===== src/rtl/tester_pkg.sv =====
// Shared constants and types for the SRAM tester statistics/display back-end.
// Segment glyphs are active low, bit0 = segment a ... bit6 = segment g.
package tester_pkg;

    localparam logic [6:0] SEG_BLANK = 7'h7F;
    localparam logic [6:0] SEG_0     = 7'h40;
    localparam logic [6:0] SEG_1     = 7'h79;
    localparam logic [6:0] SEG_2     = 7'h24;
    localparam logic [6:0] SEG_3     = 7'h30;
    localparam logic [6:0] SEG_4     = 7'h19;
    localparam logic [6:0] SEG_5     = 7'h12;
    localparam logic [6:0] SEG_6     = 7'h02;
    localparam logic [6:0] SEG_7     = 7'h78;
    localparam logic [6:0] SEG_8     = 7'h00;
    localparam logic [6:0] SEG_9     = 7'h10;

    typedef logic [3:0] bcd_digit_t;

    typedef enum logic [1:0] {
        DIG_UNITS     = 2'd0,
        DIG_TENS      = 2'd1,
        DIG_HUNDREDS  = 2'd2,
        DIG_THOUSANDS = 2'd3
    } dig_idx_e;

endpackage


===== src/rtl/bcd_to_7seg.sv =====
// Combinational BCD to active-low 7-segment decoder with a blank override.
// Non-decimal codes never occur in a BCD counter; they decode to blank.
module bcd_to_7seg
    import tester_pkg::*;
(
    input  bcd_digit_t  bcd_i,
    input  logic        blank_i,
    output logic [6:0]  seg_n_o
);

    always_comb begin
        seg_n_o = SEG_BLANK;
        if (!blank_i) begin
            case (bcd_i)
                4'd0:    seg_n_o = SEG_0;
                4'd1:    seg_n_o = SEG_1;
                4'd2:    seg_n_o = SEG_2;
                4'd3:    seg_n_o = SEG_3;
                4'd4:    seg_n_o = SEG_4;
                4'd5:    seg_n_o = SEG_5;
                4'd6:    seg_n_o = SEG_6;
                4'd7:    seg_n_o = SEG_7;
                4'd8:    seg_n_o = SEG_8;
                4'd9:    seg_n_o = SEG_9;
                default: seg_n_o = SEG_BLANK;
            endcase
        end
    end

endmodule


===== src/rtl/tester_stats.sv =====
// Pass/error statistics for the SRAM tester: 4-digit BCD pass counter on a
// multiplexed 7-segment display, saturating error counter on binary LEDs.
module tester_stats
    import tester_pkg::*;
#(
    parameter int SCAN_BITS  = 16,
    parameter int LEAD_BLANK = 1,
    parameter int ERR_W      = 10
) (
    input  logic             clk,
    input  logic             rst_n,
    input  logic             inc_pass_ctr,
    input  logic             inc_err_ctr,
    input  logic             clr,
    output logic [15:0]      pass_bcd,
    output logic             pass_wrap,
    output logic [ERR_W-1:0] err_leds,
    output logic             err_sat,
    output logic [6:0]       seg_n,
    output logic [3:0]       dig_n
);

    localparam logic [ERR_W-1:0] ERR_MAX = '1;

    logic                 pass_q;
    logic                 inc;
    bcd_digit_t [3:0]     bcd_q, bcd_d;
    logic                 carry;
    logic                 wrap_q, wrap_d;
    logic [ERR_W-1:0]     err_q, err_d;
    logic                 sat_q, sat_d;

    logic [SCAN_BITS-1:0] presc_q, presc_d;
    logic                 tc;
    dig_idx_e             idx_q, idx_d;
    logic                 armed_q, armed_d;
    logic [3:0]           lead_zero;
    bcd_digit_t           sel_digit;
    logic                 show;
    logic [6:0]           seg_dec;
    logic [6:0]           seg_n_q;
    logic [3:0]           dig_n_d, dig_n_q;

    assign inc = inc_pass_ctr & ~pass_q;

    // Ripple the carry from units upward; a carry out of thousands is the wrap.
    always_comb begin
        bcd_d = bcd_q;
        carry = inc;
        for (int i = 0; i < 4; i++) begin
            if (carry) begin
                if (bcd_q[i] == 4'd9) begin
                    bcd_d[i] = 4'd0;
                end else begin
                    bcd_d[i] = bcd_q[i] + 4'd1;
                    carry    = 1'b0;
                end
            end
        end
        wrap_d = carry;
        if (clr) begin
            bcd_d  = '0;
            wrap_d = 1'b0;
        end
    end

    always_comb begin
        err_d = err_q;
        if (clr) begin
            err_d = '0;
        end else if (inc_err_ctr && (err_q != ERR_MAX)) begin
            err_d = err_q + 1'b1;
        end
        sat_d = (err_d == ERR_MAX);
    end

    always_ff @(posedge clk or negedge rst_n) begin
        if (!rst_n) begin
            pass_q <= 1'b0;
            bcd_q  <= '0;
            wrap_q <= 1'b0;
            err_q  <= '0;
            sat_q  <= 1'b0;
        end else begin
            pass_q <= inc_pass_ctr;
            bcd_q  <= bcd_d;
            wrap_q <= wrap_d;
            err_q  <= err_d;
            sat_q  <= sat_d;
        end
    end

    // Scan FSM: state register.
    always_ff @(posedge clk or negedge rst_n) begin
        if (!rst_n) begin
            presc_q <= '0;
            idx_q   <= DIG_UNITS;
            armed_q <= 1'b0;
        end else begin
            presc_q <= presc_d;
            idx_q   <= idx_d;
            armed_q <= armed_d;
        end
    end

    // Scan FSM: next state. armed holds the display dark until the first full period.
    always_comb begin
        tc      = &presc_q;
        presc_d = presc_q + 1'b1;
        idx_d   = tc ? dig_idx_e'(idx_q + 2'd1) : idx_q;
        armed_d = armed_q | tc;
    end

    // Scan FSM: outputs. Terminal count forces an all-off gap against ghosting.
    always_comb begin
        lead_zero[3] = (bcd_q[3] == 4'd0);
        lead_zero[2] = lead_zero[3] & (bcd_q[2] == 4'd0);
        lead_zero[1] = lead_zero[2] & (bcd_q[1] == 4'd0);
        lead_zero[0] = lead_zero[1] & (bcd_q[0] == 4'd0);
        sel_digit    = bcd_q[idx_q];
        show         = armed_q & ~tc &
                       ~((LEAD_BLANK != 0) && (idx_q != DIG_UNITS) && lead_zero[idx_q]);
        dig_n_d      = show ? ~(4'b0001 << idx_q) : 4'hF;
    end

    bcd_to_7seg u_dec (
        .bcd_i   (sel_digit),
        .blank_i (~show),
        .seg_n_o (seg_dec)
    );

    always_ff @(posedge clk or negedge rst_n) begin
        if (!rst_n) begin
            seg_n_q <= SEG_BLANK;
            dig_n_q <= 4'hF;
        end else begin
            seg_n_q <= seg_dec;
            dig_n_q <= dig_n_d;
        end
    end

    assign pass_bcd  = bcd_q;
    assign pass_wrap = wrap_q;
    assign err_leds  = err_q;
    assign err_sat   = sat_q;
    assign seg_n     = seg_n_q;
    assign dig_n     = dig_n_q;

endmodule


===== config.mk =====
export PLATFORM = sky130hd
export DESIGN_NAME = tester_stats
export DESIGN_NICKNAME = d
export VERILOG_FILES = /design/src/rtl/tester_pkg.sv /design/src/rtl/bcd_to_7seg.sv /design/src/rtl/tester_stats.sv
export SDC_FILE = /design/constraint.sdc
export NUM_CORES = 1
export LEC_CHECK = 0
export BUFFER_PORTS_ARGS = -buffer_cell sky130_fd_sc_hd__buf_4
export CAP_MARGIN = 0
export CORE_ASPECT_RATIO = 1.1
export CORE_MARGIN = 2
export CORE_UTILIZATION = 60
export DETAILED_ROUTE_END_ITERATION = 7
export MAX_ROUTING_LAYER = met4
export PLACE_DENSITY = 0.85
export SLEW_MARGIN = 20
export SYNTH_ARGS = -nofsm -noshare
export SYNTH_HDL_FRONTEND = slang
export SYNTH_SLANG_ARGS = --single-unit

===== constraint.sdc =====
create_clock -name clk -period 5.32 [get_ports clk]
set_input_delay 0.798 -clock clk [delete_from_list [all_inputs] [get_ports clk]]
set_output_delay 0.798 -clock clk [all_outputs]
set_load 0.02 [all_outputs]

; ---- After elaboration in Yosys (flattened, before gate mapping)
; Memory sizes are Yosys's and may differ from the RTL's.
; Index checks and enable logic that the tools add are counted.
[word_totals]
register_bits = 59
memories = 1
in_bits = 5
mem_bits_ro = 112
elab_cells = 78
[classes]
eq_ne = 6
n_addsub = 7
muxes = 26
bitwise_logic = 11
n_reduce_logical = 12
n_shift = 1
order_cmp = 1
[mem_list]
columns = memory, depth, word_bits, rd, rd_ports_with_merged_regs, wr, line
row1 = (name not given), 16, 7, 1, 0, 0, bcd_to_7seg.sv:14  ; case (bcd_i)
[ops]
columns = cell, n
row1 = $mux W4, 10
row2 = $mux W10, 2
row3 = $add A16 B1 Y16 const B, 1
row4 = $add A4 B1 Y4 const B, 4
row5 = $eq A4 B4 Y1 const B, 4
row6 = $logic_not A4 Y1, 4
row7 = $mux W16, 1
row8 = $reduce_and A16 Y1, 1
row9 = $add A10 B1 Y10 const B, 1
row10 = $eq A10 B10 Y1 const B, 1
row11 = $mux W1, 10
row12 = $ne A10 B10 Y1 const B, 1
row13 = $reduce_bool A2 Y1, 5
row14 = $bmux W4 S2, 1
row15 = $mux W7, 1
row16 = $and A1 B1 Y1, 6
row17 = $not A4 Y4, 1
row18 = $shl A1 B2 Y4 const A, 1
row19 = $lt A2 B3 Y1 const B, 1
row20 = $not A1 Y1, 3
row21 = $add A2 B1 Y2 const B, 1
row22 = $bmux W1 S2, 1
row23 = $logic_and A1 B1 Y1, 2
row24 = $or A1 B1 Y1, 1

; ---- Longest topological paths before layout
; Gate-level depths: netlist (run 1).
[depth]
depth_word = 10
depth_mapped = 8
mapped_depth_nobuf = 7

; ---- By module
; From an unflattened synthesis (run 1), not the netlist that was laid out.
[unflattened]
cells_unflattened = 311
area_unflattened_um2 = 3278.1
[modules_own_cells]
columns = module, seq_area_each_um2, area_per_inst_um2, instances, cells_each
row1 = tester_stats, 1490.2, 3041.7, 1, 278
row2 = bcd_to_7seg, 0.0, 236.5, 1, 33

; ---- Worst setup path before layout (run 1)
; OpenSTA, ideal clock, no wires.
[synth_path]
path_type = reg-to-reg
from = reg idx_q[0]
to = reg seg_n_q[0] (netlist: seg_n[0])
arrival_ps = 1789
path_slack_ps = 3459
path_buffers = 1
required_ps = 5248
period_less_slack_ps = 1861
stages_incl_launch_ff = 8
path_cell_list = dfrtp_1 > buf_6 > inv_1 > ha_1 > or4b_1 > a221oi_1 > nor3b_4 > o21ai_1
[synth_via]
elab_chain_cells = 6
word_cells_on_any_way = 10
classes_between = mux: 5 / bitwise: 2 / reduce/logical: 2 / memory: 1
[synth_lines]
columns = item, line
row1 = "start, declared", tester_stats.sv:35  ; dig_idx_e idx_q, idx_d;
row2 = "start signal, assigned", tester_stats.sv:101  ; idx_q <= idx_d;
row3 = branches (longest 5 deep; another with $mem_v2 Z16 W7), n/a
row4 = $mux W7 (*), bcd_to_7seg.sv:13  ; if (!blank_i) begin
row5 = via seg_dec[0], tester_stats.sv:40  ; logic [6:0] seg_dec;
row6 = "end signal, assigned", tester_stats.sv:137  ; seg_n_q <= seg_dec;
row7 = "end, declared", tester_stats.sv:41  ; logic [6:0] seg_n_q;
; Mark *: on every way through the listed nets, which the timed path passes. The select of a mux whose other input is x is not followed.
; A chain may end at the register's enable or synchronous reset.

; ---- Worst setup path after layout (run 1)
; Same ends and word-level chain as after synthesis.

==> reports/qor.csv, run 1 <==
stage;metric;value;unit
drt;drt total wl;6.405;mm
worst_setup_path;cell class contributing the biggest share of worst-path delay;simple AND/OR/NAND/NOR gates;
timing;setup_tns;0;ps
synthesis;Synth Flop Type;dfrtp_1;
timing;fin. max-slew vios;0;
timing;final period utilization;40.41;%
run;max_cap viols;0;
clock_network;clk_lat worst skew;340;ps
drt;via-per-instance ratio;5.766;
synthesis;Gate Count Post-Synth;312;
power;Pwr Density;246.1;nW/um^2
drt;Initial DRC Count;122;
clock_network;clk root buf;clkbuf_8;
synthesis;count leader, synth;dfrtp_1;
drt;Routed Antenna Nets;0;
floorplanning;Boundary Pins;44;
synthesis;post-synthesis mux area share;3.427;%
synthesis;main combinational cell family by area after synthesis;simple AND/OR/NAND/NOR gates;
synthesis;XOR/XNOR Fraction of Synth Area;6.269;%
timing;Final Hold Fails;0;
floorplanning;row count;27;
synthesis;Yosys warnings;0;
synthesis;Syn Area/Cell;10.30;sq um
clock_network;Post-CTS Setup Bufs;0;
synthesis;Post-Synth Adder-Cell Area;8.956;%
synthesis;number of enable flip-flop cells after synthesis;0;
worst_setup_path;Crit Path Max Fanout;10;
synthesis;Post-Syn Nets;340;
global_route;Congestion Overflow GR;0;
clock_network;TritonCTS Buffers;9;
timing;Worst slew margin;52.72;%
synthesis;Yosys cell types;51;
timing;Worst-Margin Slew;709.2;ps
power;Max VDD drop;0.2069;mV
worst_setup_path;Critical Path, Cell by Cell;inv_1 -> ha_1 -> or4b_1 -> a221oi_1 -> nor3b_4 -> o21ai_1;
global_route;vias in the first global route;2522;
worst_hold_path;HP Class;flip-flop to flip-flop;
synthesis;Yosys top cell area share;37.38;%
outcome;status;finished, final reports clean;
worst_setup_path;crit end category;flip-flop;
layout;layout cell share with drive strength beyond 1;24.18;%
synthesis;top cells by count, synth;dfrtp_1, nand2_1, nor2_1;
placed_design;Routability Congestion;0.9088;
global_route;first-pass GRT wire length;11.03;mm
clock_network;# hold bufs at CTS;0;
clock_network;CTS Sinks;59;
timing;Hold Slack;476.4;ps
placed_design;Port Buffers;43;
timing;setup repair after global routing missed its margin;no;
synthesis;Compound-Gate Fraction of Synth Area;8.528;%
floorplanning;starting density of the core;62.99;%
global_route;largest net degree at the start of global routing;60;
layout;layout net count;387;
power;Pleak;1.721;nW
clock_network;CTS tree;yes;
layout;Layout area overhead;17.33;%
floorplanning;die height;80.75;um
global_route;GRT Total Usage;25.14;%
drt;routed vias;2514;
synthesis;ys async rst share;100.0;%
floorplanning;Die X;73.78;um
placed_design;HPWL Detailed;4.432;mm
worst_setup_path;crit path kind;flip-flop to flip-flop;
worst_setup_path;peak per-stage delay on the critical path;530;ps
synthesis;post-synthesis simple-gate area fraction;22.78;%
synthesis;largest cells by area after synthesis;dfrtp_1, dfstp_2, ha_1, nand2_1, nor2_1;
global_route;initial antenna violation count;0;
worst_setup_path;Crit path required time;5580;ps
drt;DRC viols;0;
synthesis;post-synth top area cell;dfrtp_1;
worst_setup_path;Slowest-stage cell, CP;dfrtp_1;
worst_setup_path;Startpoint Class;flip-flop;
synthesis;sequential share of the synthesized area;46.38;%
layout;ANT cells;0;
timing;Final min period;2150;ps
clock_network;H-tree depth;3;
timing;clock skew;9.652;ps
timing;# setup viols final;0;
worst_setup_path;CP Buf/Inv Count;1;
synthesis;FF+latch count, synth;59;
floorplanning;Die ar.;5957;sq um
synthesis;synthesized cell area;3213;sq um
floorplanning;Placeable Area;5101;sq um
drt;Initial DRT Pass Iterations;4;
clock_network;clk slew on worst S/H paths;70;ps
worst_setup_path;worst path arrival time;2410;ps
clock_network;post-cts sizing count;0;
timing;fmax;465.2;MHz
drt;WL/cell;14.69;um
clock_network;clock buffer depth;2;
## where the power goes
part	internal (W)	switching, W
logic	0.0000216	0.0000384
clock network	0.000227	0.000176
registers	0.000454	0.0000107
## layout make-up
class,instances,area [sq um]
multi-input cells,228,1605
flip-flops and latches,59,1490
fillers,364,1331
repair buffers,43,322.8
clock buffers,11,141.4
well taps,72,90.09
inverters,18,67.56
clock inverters,5,52.55
## layer usage
| layer | up-vias | GRT usage [%] | wire length, um |
|---|---|---|---|
| met3 | 8 | 6.203 | 261 |
| li1 | 1191 | - | - |
| met4 | 0 | 10.18 | 83 |
| met5 | - | - | 0 |
| met1 | 1253 | 28.55 | 2719 |
| met2 | 62 | 42.41 | 3341 |
## placed cells by master (no fill, tap or decap), drive strengths merged, types with 2 or more instances in the layout
cell and n:
nand2 28, ha 23, or3 2, nand4 7, and4 6, xnor2 12, clkinv 3, nor3b 3
nor4 4, a21oi 20, mux2i 2, and3 2, inv 18, xor2 11, and3b 3, nand2b 3
o21ai 20, nand3 16, buf 43, mux4 4, dfrtp 48, dfstp 11, nor2 28, nor3 10
nand4b 3, and2 4, nand3b 5, clkbuf 11, nor2b 2
## worst paths after layout
| kind | cells after the start | startpoint | slack [ps] | endpoint |
|---|---|---|---|---|
| min | 1 | presc_q[15]$_DFF_PN0_ | 480 | presc_q[15]$_DFF_PN0_ |
| min in group asynchronous | 1 | rst_n | 510 | pass_bcd[3]$_DFFE_PN0P_ |
| max | 6 | idx_q[0]$_DFFE_PN0P_ | 3170 | seg_n[0]$_DFF_PN1_ |
| min reg2reg | 1 | presc_q[15]$_DFF_PN0_ | 480 | presc_q[15]$_DFF_PN0_ |
| max reg2reg | 6 | idx_q[0]$_DFFE_PN0P_ | 3170 | seg_n[0]$_DFF_PN1_ |
| max in group asynchronous | 1 | rst_n | 4330 | presc_q[10]$_DFF_PN0_ |
## metrics by stage
stage | worst slack (ps) | util (%) | total power [W] | instance area, sq um | instances
CTS | 3166 | 73.90 | 0.0009336 | 3770 | 436
detailed placement | 3186 | 70.10 | 0.0005325 | 3576 | 420
finish | 3170 | 73.90 | 0.0009276 | 3770 | 436
floorplan | 3459 | - | 0.0005030 | 3213 | 312
global route | 2995 | 73.90 | 0.0009672 | 3770 | 436
global placement | 3308 | 70.10 | 0.0005304 | 3576 | 420
## cells by family after synthesis
kind of cell,Yosys count
multiplexers,6
adder cells (fa/ha/maj),23
AO/OA/AOI/OAI,47
XOR/XNOR,23
flip-flops,59
AND/OR/NAND/NOR,129
buffers and inverters,25
## sequential cells by signal (all words and copies together), names as in the netlist
name and count:
presc_q 16, err_sat 1, pass_bcd 16, idx_q 2
seg_n 7, pass_q 1, dig_n 4, err_leds 10
armed_q 1, pass_wrap 1
No activity file was read; power rests on OpenSTA's default activity.
==> run 2, diff against run 1 <==
--- a/config.mk
+++ b/config.mk
@@ -9,10 +9,10 @@
 export CAP_MARGIN = 0
 export CORE_ASPECT_RATIO = 1.1
 export CORE_MARGIN = 2
-export CORE_UTILIZATION = 60
+export CORE_UTILIZATION = 57
 export DETAILED_ROUTE_END_ITERATION = 7
 export MAX_ROUTING_LAYER = met4
-export PLACE_DENSITY = 0.85
+export PLACE_DENSITY = 0.81
 export SLEW_MARGIN = 20
 export SYNTH_ARGS = -nofsm -noshare
 export SYNTH_HDL_FRONTEND = slang
==> constraint.sdc (replaced) <==
create_clock -name clk -period 2 [get_ports clk]
set_input_delay 0.3 -clock clk [delete_from_list [all_inputs] [get_ports clk]]
set_output_delay 0.3 -clock clk [all_outputs]
set_load 0.02 [all_outputs]
==> run 2 against run 1 <==
- sequential share of layout area shrank 0.97 points
- count of clock-buffer cells in the layout grew 4
- design area grew 2.5%
- hold slack lost 470 ps
- highest routed layer unchanged
- core utilization shrank 2.3 points
- critical path type unchanged
- routed wire length grew 4.0%
- critical path depth grew 1
- worst setup slack lost 3100 ps
- global-route usage shrank 0.77 points
- clock skew shrank 1.0 ps
==> reports/qor.csv, run 2 (synthesized netlist as in run 1, its figures left out) <==
stage;metric;value;unit
outcome;status;finished, final reports clean;
clock_network;CTS tree;yes;
placed_design;Port Buffers;43;
floorplanning;Die ar.;6254;sq um
floorplanning;starting density of the core;59.55;%
timing;Worst-Margin Slew;718.0;ps
timing;clock skew;8.611;ps
drt;Initial DRT Pass Iterations;4;
run;max_cap viols;0;
global_route;vias in the first global route;2523;
timing;Worst slew margin;52.13;%
worst_setup_path;Worst R2R Setup Slack;70;ps
power;Pleak;1.786;nW
timing;# setup viols final;0;
timing;final period utilization;96.39;%
worst_setup_path;worst path arrival time;2200;ps
worst_setup_path;crit path kind;flip-flop to flip-flop;
floorplanning;Placeable Area;5395;sq um
timing;fin. max-slew vios;0;
clock_network;# hold bufs at CTS;0;
layout;non-filler instance count after layout;447;
timing;setup_tns;0;ps
drt;routed vias;2493;
floorplanning;row count;28;
layout;commonest non-fill, non-tap cell in the layout;buf_4;
worst_setup_path;Critical Path, Cell by Cell;buf_4 -> mux4_2 -> inv_1 -> ha_1 -> a21oi_1 -> nor2_1 -> o21ai_1;
drt;drt total wl;6.664;mm
global_route;first-pass GRT wire length;11.14;mm
drt;Initial DRC Count;84;
floorplanning;die height;82.75;um
timing;fmax;518.7;MHz
clock_network;clk root buf;clkbuf_8;
layout;commonest cells after routing, fill and taps aside;buf_4, dfrtp_1, nor2_1, nand2_1, ha_1;
drt;via-per-instance ratio;5.577;
power;total power;0.002438;W
worst_hold_path;HP Class;input pin to async pin;
worst_setup_path;Slowest-stage cell, CP;mux4_2;
clock_network;CTS Sinks;59;
power;Pwr Density;630.9;nW/um^2
placed_design;placed cells;429;
global_route;largest net degree at the start of global routing;60;
worst_setup_path;Crit Path Max Fanout;6;
drt;Routed Antenna Nets;0;
drt;WL/cell;14.91;um
floorplanning;Boundary Pins;44;
clock_network;clk slew on worst S/H paths;70;ps
worst_setup_path;crit end category;flip-flop;
layout;final core occ;71.64;%
worst_setup_path;Crit path required time;2270;ps
clock_network;TritonCTS Buffers;9;
floorplanning;Die X;75.59;um
clock_network;clk_lat worst skew;340;ps
clock_network;H-tree depth;3;
power;Max VDD drop;0.5415;mV
worst_setup_path;Startpoint Class;flip-flop;
global_route;initial antenna violation count;0;
global_route;GRT Total Usage;24.37;%
placed_design;HPWL Detailed;4.595;mm
layout;ANT cells;0;
timing;Hold Slack;2.779;ps
layout;layout cell share with drive strength beyond 1;26.34;%
layout;layout net count;395;
timing;Final Hold Fails;0;
placed_design;Routability Congestion;0.8556;
timing;Final min period;1928;ps
drt;DRC viols;0;
worst_setup_path;peak per-stage delay on the critical path;590;ps
clock_network;clock buffer depth;2;
layout;fillcell total;420;
global_route;Congestion Overflow GR;0;
layout;Layout area overhead;20.29;%
## run 2: final cells by class
| cell class | count | area, sq um | share of cell area [%] |
|---|---|---|---|
| multi-input combinational | 228 | 1627 | 42.08 |
| sequential | 59 | 1490 | 38.56 |
| timing repair buffer | 51 | 395.4 | 10.23 |
| clock buffer | 15 | 186.4 | 4.824 |
| tap | 75 | 93.84 | 2.428 |
| inverter | 18 | 67.56 | 1.748 |
| clock inverter | 1 | 5.005 | 0.1295 |
## run 2: path summary, 6_finish.rpt
path / depth (start not counted) / end / from
worst max-delay path: 7 / seg_n[3]$_DFF_PN1_ / idx_q[0]$_DFFE_PN0P_
worst min-delay path: 1 / pass_bcd[1]$_DFFE_PN0P_ / rst_n
worst max register to register: 7 / seg_n[3]$_DFF_PN1_ / idx_q[0]$_DFFE_PN0P_
worst min register to register: 1 / dig_n[0]$_DFF_PN1_ / armed_q$_DFF_PN0_
max in group asynchronous: 1 / presc_q[6]$_DFF_PN0_ / rst_n
min in group clk: 1 / pass_q$_DFF_PN0_ / inc_pass_ctr
## run 2: power breakdown
| group | internal, W | total [W] | switching (W) |
|---|---|---|---|
| registers | 0.00121 | 0.00123 | 0.0000228 |
| clock network | 0.000585 | 0.00104 | 0.000453 |
| logic | 0.0000608 | 0.000168 | 0.000107 |
## run 2: routing by layer
layer	track usage [%]	share of wire, %	vias up
met4	10.88	2.0	0
met5	-	0	-
li1	-	-	1197
met3	4.369	3.9	14
met1	27.59	41	1216
met2	41.83	53	66
## run 2: worst max-delay path, delay by kind of cell (launching register included)
family	cells	cell delay (ps)
buffers and inverters	2	310
multiplexers	1	590
flip-flops	1	350
AND/OR/NAND/NOR	1	60
AO/OA/AOI/OAI	2	290
adder cells (fa/ha/maj)	1	260
## run 2: through the flow
stage	worst slack, ps	area (sq um)
after floorplan	138.8	3213
after global placement	193.0	3625
after detailed placement	123.1	3625
after CTS	102.3	3816
after global routing	-27.04	3865
final	72.28	3865
## run 2: what timing repair did
item | CTS | global route
endpoints found under the hold margin | 0 | 0
buffers inserted | 0 | 2
resized for setup | 0 | 4
endpoints found under the setup margin | 0 | 9
